[src/rtl/mark_call_pkg.sv]
// Shared types and constants for the mark_for_codepoint call initiator.
package mark_call_pkg;

   localparam int CP_W = 32;

   typedef struct packed {
      logic [CP_W-1:0] cp;
      logic [CP_W-1:0] mark;
   } result_t;

endpackage

[src/rtl/mark_call_fifo.sv]
// Generic synchronous first-word-fall-through FIFO with occupancy count.
module mark_call_fifo #(
   parameter int WIDTH = 32,
   parameter int DEPTH = 4
) (
   input  logic                     clock,
   input  logic                     resetn,
   input  logic                     push,
   input  logic [WIDTH-1:0]         din,
   input  logic                     pop,
   output logic [WIDTH-1:0]         dout,
   output logic [$clog2(DEPTH):0]   count,
   output logic                     full,
   output logic                     empty
);

   localparam int AW = $clog2(DEPTH);
   localparam int CW = AW + 1;

   logic [WIDTH-1:0] mem [DEPTH];
   logic [AW-1:0]    wptr, rptr;
   logic             wr, rd;

   assign empty = (count == '0);
   assign full  = (count == CW'(DEPTH));
   assign dout  = mem[rptr];

   // A push into a full FIFO is taken when the head leaves in the same cycle.
   assign rd = pop && !empty;
   assign wr = push && (!full || rd);

   always_ff @(posedge clock) begin
      if (wr) mem[wptr] <= din;
   end

   always_ff @(posedge clock) begin
      if (!resetn) begin
         wptr  <= '0;
         rptr  <= '0;
         count <= '0;
      end else begin
         if (wr) wptr <= wptr + 1'b1;
         if (rd) rptr <= rptr + 1'b1;
         case ({wr, rd})
            2'b10:   count <= count + 1'b1;
            2'b01:   count <= count - 1'b1;
            default: count <= count;
         endcase
      end
   end

endmodule

[src/rtl/mark_call_initiator.sv]
// Caller-side driver for mark_for_codepoint: issues calls, pairs returns
// with their codepoints in order, and streams {cp, mark} results.
module mark_call_initiator
   import mark_call_pkg::*;
#(
   parameter int MAX_OUTSTANDING = 8,
   parameter int OUT_DEPTH       = 4,
   parameter int CNT_W           = 16
) (
   input  logic                               clock,
   input  logic                               resetn,
   input  logic                               in_valid,
   output logic                               in_ready,
   input  logic [CP_W-1:0]                    in_cp,
   output logic                               call_start,
   input  logic                               call_busy,
   output logic [CP_W-1:0]                    call_c,
   input  logic                               ret_done,
   output logic                               ret_stall,
   input  logic [CP_W-1:0]                    ret_data,
   output logic                               out_valid,
   input  logic                               out_ready,
   output logic [CP_W-1:0]                    out_cp,
   output logic [CP_W-1:0]                    out_mark,
   output logic [$clog2(MAX_OUTSTANDING):0]   inflight,
   output logic [CNT_W-1:0]                   issued_cnt,
   output logic [CNT_W-1:0]                   done_cnt,
   output logic                               proto_err
);

   localparam int IW = $clog2(MAX_OUTSTANDING) + 1;
   localparam int OW = $clog2(OUT_DEPTH) + 1;

   logic [CP_W-1:0] head_cp;
   logic            if_full, if_empty;
   logic [IW-1:0]   if_count;
   result_t         res_in, res_out;
   logic            res_full, res_empty;
   logic [OW-1:0]   res_count;
   logic            credit_ok, call_acc, ret_acc, pair_ok, out_pop;

   // Reserve result-FIFO space for every call in flight so returns never stall.
   always_comb begin
      credit_ok = (32'(if_count) < 32'(MAX_OUTSTANDING)) &&
                  ((32'(if_count) + 32'(res_count)) < 32'(OUT_DEPTH));
   end

   assign call_start = resetn && in_valid && credit_ok;
   assign call_c     = in_cp;
   assign in_ready   = resetn && credit_ok && !call_busy;
   assign call_acc   = call_start && !call_busy && !if_full;

   assign ret_stall  = resetn && res_full;
   assign ret_acc    = resetn && ret_done && !res_full;
   assign pair_ok    = ret_acc && !if_empty;

   assign out_valid  = resetn && !res_empty;
   assign out_pop    = out_valid && out_ready;
   assign out_cp     = res_out.cp;
   assign out_mark   = res_out.mark;

   assign res_in.cp   = head_cp;
   assign res_in.mark = ret_data;
   assign inflight    = if_count;

   mark_call_fifo #(
      .WIDTH (CP_W),
      .DEPTH (MAX_OUTSTANDING)
   ) u_inflight (
      .clock  (clock),
      .resetn (resetn),
      .push   (call_acc),
      .din    (in_cp),
      .pop    (pair_ok),
      .dout   (head_cp),
      .count  (if_count),
      .full   (if_full),
      .empty  (if_empty)
   );

   mark_call_fifo #(
      .WIDTH ($bits(result_t)),
      .DEPTH (OUT_DEPTH)
   ) u_result (
      .clock  (clock),
      .resetn (resetn),
      .push   (pair_ok),
      .din    (res_in),
      .pop    (out_pop),
      .dout   (res_out),
      .count  (res_count),
      .full   (res_full),
      .empty  (res_empty)
   );

   always_ff @(posedge clock) begin
      if (!resetn) begin
         issued_cnt <= '0;
         done_cnt   <= '0;
         proto_err  <= 1'b0;
      end else begin
         if (call_acc) issued_cnt <= issued_cnt + 1'b1;
         if (ret_acc)  done_cnt   <= done_cnt + 1'b1;
         if (ret_acc && if_empty) proto_err <= 1'b1;
      end
   end

endmodule
[config.mk]
export PLATFORM = sky130hd
export DESIGN_NAME = mark_call_initiator
export DESIGN_NICKNAME = d
export VERILOG_FILES = /design/src/rtl/mark_call_pkg.sv /design/src/rtl/mark_call_fifo.sv /design/src/rtl/mark_call_initiator.sv
export SDC_FILE = /design/constraint.sdc
export NUM_CORES = 1
export LEC_CHECK = 0
export ABC_AREA = 1
export BUFFER_PORTS_ARGS = -buffer_cell sky130_fd_sc_hd__clkbuf_2
export CAP_MARGIN = 5
export CORE_ASPECT_RATIO = 0.5
export CORE_UTILIZATION = 55
export CTS_CLUSTER_DIAMETER = 120
export DETAILED_ROUTE_END_ITERATION = 12
export PLACE_DENSITY = 0.85
export SLEW_MARGIN = 20
export SYNTH_ARGS = -nofsm -noshare
export SYNTH_HDL_FRONTEND = slang
export SYNTH_HIERARCHICAL = 1
export SYNTH_SLANG_ARGS = --single-unit
[constraint.sdc]
create_clock -name clock -period 6.8 [get_ports clock]
set_clock_uncertainty 0.15 [all_clocks]
set_input_delay 1.36 -clock clock [delete_from_list [all_inputs] [get_ports clock]]
set_output_delay 1.36 -clock clock [all_outputs]
set_load 0.02 [all_outputs]
Word-level counts from Yosys, hierarchy flattened
Memories as Yosys holds them, arrays and structs flattened. A register that Yosys moved wholly into a read port is not among the register bits. Index checks and enable logic that the tools add are counted.

Register bits: 50. Latch bits: 0. RAM bits: 512. Bits in read-only memories: 0. Input port bits: 70. Output and inout port bits: 137. Logic and storage cells: 69. Memories kept: 2.

Memories: u_inflight.mem (depth 8, bits a word 32, rd ports 1, clocked after memory_dff 1, write ports 1, RTL line mark_call_fifo.sv:20) `logic [WIDTH-1:0] mem [DEPTH];`; u_result.mem (depth 4, bits a word 64, rd ports 1, clocked after memory_dff 1, write ports 1, RTL line mark_call_fifo.sv:20).

Add/sub/neg operators: 11. Multipliers: 0. Div/mod/pow operators: 0. Magnitude comparators: 2. Eq/ne operators: 6. Shift operators: 0. Muxes and demuxes: 10. Bitwise operators: 0. Reductions and logical operators: 29.

Operators by type and width (number): $add 16x1->16 const B (2); $logic_and 1x1->1 (18); $add 3x1->3 const B (3); $pmux 4 s2 (1); $mux 3 (2); $pmux 3 s2 (1); $add 4x3->5 (1); $logic_not 1->1 (5); $lt 5x3->1 const B (1); $add 2x1->2 const B (2); $add 4x1->4 const B (1); $eq 2x1->1 const B (2); $eq 2x2->1 const B (2); $eq 4x4->1 const B (1); $logic_not 4->1 (1); $lt 4x4->1 const B (1); $mux 1 (4); $mux 2 (2); $reduce_bool 2->1 (2); $sub 4x1->4 const B (1); $eq 3x3->1 const B (1); $logic_not 3->1 (1); $sub 3x1->3 const B (1); $logic_or 1x1->1 (2).

Logic depth before layout (Yosys ltp)
Depth in word-level cells: 9. Depth in mapped cells: 17.

Modules after synthesis
Netlist, hierarchy kept.

By module, submodules not included: mark_call_fifo at u_inflight (times used 1, cells each 747, area an instance 10552.6 sq um, seq. area each 7947.6 sq um); mark_call_fifo at u_result (times used 1, cells each 686, area an instance 9987.1 sq um, seq. area each 7867.5 sq um); mark_call_initiator (times used 1, cells each 335, area an instance 2208.4 sq um, seq. area each 660.6 sq um).

Worst setup path after synthesis
Ideal clock, no wire load.

Path type: input to register. From: in resetn. To: mem u_result/mem[0][0] (netlist bit), enable pin. Setup time: 0.486 ns. Data arrival time: 5.116 ns. Required time: 6.164 ns. Path slack: 1.048 ns. Stages on the path: 8. Cell sequence: buf_6 > inv_1 > clkbuf_1 > nor3b_1 > nand2_2 > nand2_1 > nand2_2 > nor2_1.

Cells in the longest elaborated chain, start to end: 7.

RTL lines: from (decl) (RTL line mark_call_initiator.sv:11) `input logic resetn,`; $logic_and 1x1->1 (RTL line mark_call_initiator.sv:57) `assign out_valid = resetn && !res_empty;`; $logic_and 1x1->1 (RTL line mark_call_initiator.sv:58) `assign out_pop = out_valid && out_ready;`; named net out_pop (RTL line mark_call_initiator.sv:40) `logic credit_ok, call_acc, ret_acc, pair_ok, out_pop;`; $logic_and 1x1->1 (RTL line mark_call_fifo.sv:29) `assign rd = pop && !empty;`; $logic_or 1x1->1 (RTL line mark_call_fifo.sv:30) `assign wr = push && (!full || rd);`; $logic_and 1x1->1 (RTL line mark_call_fifo.sv:30); $mux 1 (RTL line mark_call_fifo.sv:33) `if (wr) mem[wptr] <= din;`; $mux 1 (not written as such) (RTL line mark_call_fifo.sv:33); to (decl) (RTL line mark_call_fifo.sv:20).

The timed path passes the listed nets, and every way through them passes these cells.

==> results.py <==
metrics = {
    "setup_path": {
        "r2r-end": "u_inflight/mem[6][10]$_DFFE_PP_",
        "reg2reg_from": "u_inflight/count[2]$_SDFFE_PN0P_",
        "critPathArrivalTime_ns": 3.14,
        "cp-end-kind": "output pin",
        "required_ns": 5.29,
        "worstSetupPathType": "flop to output pin",
        "r2r_slack_ns": 2.83,
        "cp_max_fo": 65,
        "reg2reg_depth": 10,
        "cp-endpoint": "out_cp[31]",
        "cp-start-kind": "flop",
    },
    "min_path": {
        "hold_depth": 2,
        "hold_class": "flop to flop",
    },
    "drt": {
        "routed_via_density": 5.78,
        "drt_pre_antenna_iters": 8,
        "dr_total_vias": 14500,
        "ant_nets": 0,
        "wire_per_inst_um": 19.9,
        "routed_wl_mm": 49.7,
        "drtIter0Drc": 1587,
        "drcViolationCount": 0,
    },
    "die": {
        "io_pins": 207,
        "core_um2": 40600,
        "num_rows": 52,
        "dieWidth_um": 290,
        "initial_utilization": 0.560,
        "die_h_um": 146,
        "dieArea_um2": 42200,
    },
    "power": {
        "leakage_nw": 8.81,
        "p_per_area_nw_per_um2": 269,
        "ir_worst_vdd_v": 0.000197,
    },
    "sta": {
        "final.period_utilization": 0.684,
        "grt_setup_unrepaired": "false",
        "min_period_ns": 4.65,
        "maxSlewViolCount": 0,
        "worst_pin_slew_ns": 1.11,
        "fmax_mhz": 215,
        "setup_violations": 0,
        "holdWs_ns": 0.310,
        "hold_viol": 0,
        "slew_headroom": 0.260,
        "tns_ns": 0,
    },
    "flow_run": {
        "max_cap_violations": 0,
    },
    "place": {
        "portBuffers": 206,
        "place_congestion": 0.852,
        "dp_hpwl_mm": 28.5,
    },
    "cts": {
        "cts_hold_buf": 0,
        "cts_setup_buffers": 0,
        "clock_path_buffers": 3,
        "cts_buffers": 49,
        "cts_resized": 0,
        "numClockSinks": 567,
        "cts_root_buffer": "clkbuf_16",
        "htree_levels": 2,
        "clock_latency_ns": 0.57,
        "cts_tree": "built",
        "path_clk_slew_ns": 0.06,
    },
    "grt": {
        "grt_first_pass_wirelength_mm": 75.4,
        "use_met2": 0.386,
        "grt_antenna_before_repair": 0,
        "first_global_vias": 14100,
        "grt_busiest_layer": "met2",
        "grt_max_degree": 83,
        "use_met3": 0.0382,
        "met1_usage": 0.301,
        "grt_overflow": 0,
        "track_usage": 0.230,
    },
    "synth": {
        "synth_top_cell_area_share": 0.676,
        "synth.distinct_cells": 40,
        "ys_warn_count": 6,
        "synth_area_per_cell_um2": 12.9,
        "synthesis.nets": 1852,
        "syn_inst": 1768,
        "yosysSeqAreaShare": 0.724,
        "synth_top_cell_by_area": "edfxtp_1",
        "yosys-top-cells-area": "edfxtp_1, dfxtp_1, nor2_1",
        "syn_area_um2": 22700,
        "ys_ff_latch": 567,
    },
    "finish": {
        "layout.nets": 2007,
        "insertedDiodeCount": 0,
        "area_delta_synth_final_pct": 12.1,
        "drive_gt1_frac": 0.168,
    },
    "run_status": {
        "outcome": "complete, no violations",
    },
}
-- worst max-delay path, cell delays in order, from the launching register on --
cell,delay (ns)
dfxtp_2,0.31
buf_4,0.52
clkinv_2,0.91
o21ai_0,0.39
o22ai_1,0.20
clkbuf_2,0.20
-- cells in the final DEF, fill, tap and decap left out, drive strengths merged --
cell	synthesis	final
a21boi	1	1
a21oi	35	35
buf	77	19
bufinv	0	2
clkbuf	44	268
clkinv	0	24
clkinvlp	0	2
dfxtp	55	55
edfxtp	512	512
fa	2	2
ha	12	12
inv	75	76
mux2i	64	64
nand2	219	219
nand3	32	32
nand3b	1	1
nand4	10	10
nor2	265	265
nor3	13	13
nor3b	1	1
o21a	1	1
o21ai	212	212
o22ai	128	128
xnor2	2	2
xor2	7	7
-- sequential cells by signal, summed over array words and instances, names as in the netlist, named ones only --
signal / flops
proto_err: 1
u_result/count: 3
u_inflight/count: 4
u_result/mem: 256
u_result/rptr: 2
issued_cnt: 16
done_cnt: 16
u_result/wptr: 2
u_inflight/mem: 256
u_inflight/rptr: 3
u_inflight/wptr: 3
-- metal layers --
layer	routed length (um)	vias up
li1	-	6687
met1	19300	6989
met2	25200	678
met3	3550	108
met4	1630	0
met5	0	-
-- Yosys cell counts --
cell        n
edfxtp_1  512
nor2_1    259
nand2_1   212
o21ai_0   153
o22ai_1   128
inv_1      71
mux2i_1    64
o21ai_1    59
dfxtp_1    55
buf_4      41
clkbuf_1   38
a21oi_1    35
nand3_1    28
buf_6      16
ha_1       12
nor3_1     12
buf_2      10
nand4_1     9
buf_1       7
xor2_1      7
nand2_2     6
clkbuf_2    4
inv_2       4
nand3_2     3
nor2_2      3
buf_12      2
clkbuf_4    2
fa_1        2
nor2_4      2
xnor2_1     2
a21boi_0    1
buf_8       1
nand2_4     1
nand3_4     1
nand3b_4    1
nand4_2     1
nor2_8      1
nor3_2      1
nor3b_1     1
o21a_1      1
-- kinds of logic (layout without fill, tap and decap cells) --
group / count (synthesis) / count (layout) / share of synthesized area
mux: 64 / 64 / 0.0282
fa+ha+maj: 14 / 14 / 0.00836
buf+inv: 196 / 391 / 0.0474
xor+xnor: 9 / 9 / 0.00347
simple gates: 541 / 541 / 0.0981
flops: 567 / 567 / 0.724
compound gates: 377 / 377 / 0.0902
-- cell type report --
class                   instances  area [um^2]
repair buffers                225         1260
multi-input cells            1005         5280
clock buffers                  62         1300
flip-flops and latches        567        16500
clock inverters                29          216
well taps                     540          676
fillers                      2769        15100
inverters                      75          285
-- worst min path at each step --
| stage | endpoint | slack [ns] | from |
|---|---|---|---|
| 2_1_floorplan | flop | 0.26 | u_result/rptr[1]$_SDFFE_PN0N_ |
| 3_3_place_gp | flop | 0.28 | u_result/rptr[1]$_SDFFE_PN0N_ |
| 3_5_place_dp | flop | 0.31 | u_result/rptr[1]$_SDFFE_PN0N_ |
| 4_1_cts | flop | 0.31 | u_inflight/rptr[2]$_SDFFE_PN0N_ |
| 5_1_grt | flop | 0.34 | u_inflight/rptr[2]$_SDFFE_PN0N_ |
| 6_report | flop | 0.31 | u_inflight/rptr[2]$_SDFFE_PN0N_ |
-- metrics by stage --
stage | power (mW) | util | setup slack [ns] | cells | area [um^2]
floorplan | 4.15 | - | 1.05 | 1768 | 22700
CTS | 6.88 | 0.626 | 2.16 | 2499 | 25400
global route | 7.06 | 0.628 | 1.94 | 2503 | 25500
detailed placement | 4.28 | 0.588 | 1.70 | 2408 | 23900
finish | 6.86 | 0.628 | 2.15 | 2503 | 25500
global placement | 4.26 | 0.588 | 1.84 | 2408 | 23900
-- power by group --
group	switching (mW)	total [mW]	internal (mW)
clock network	1.21	2.65	1.44
logic	0.244	0.337	0.0928
registers	0.0273	3.87	3.85
total	1.49	6.86	5.38
Power figures use the tool's default switching activity.
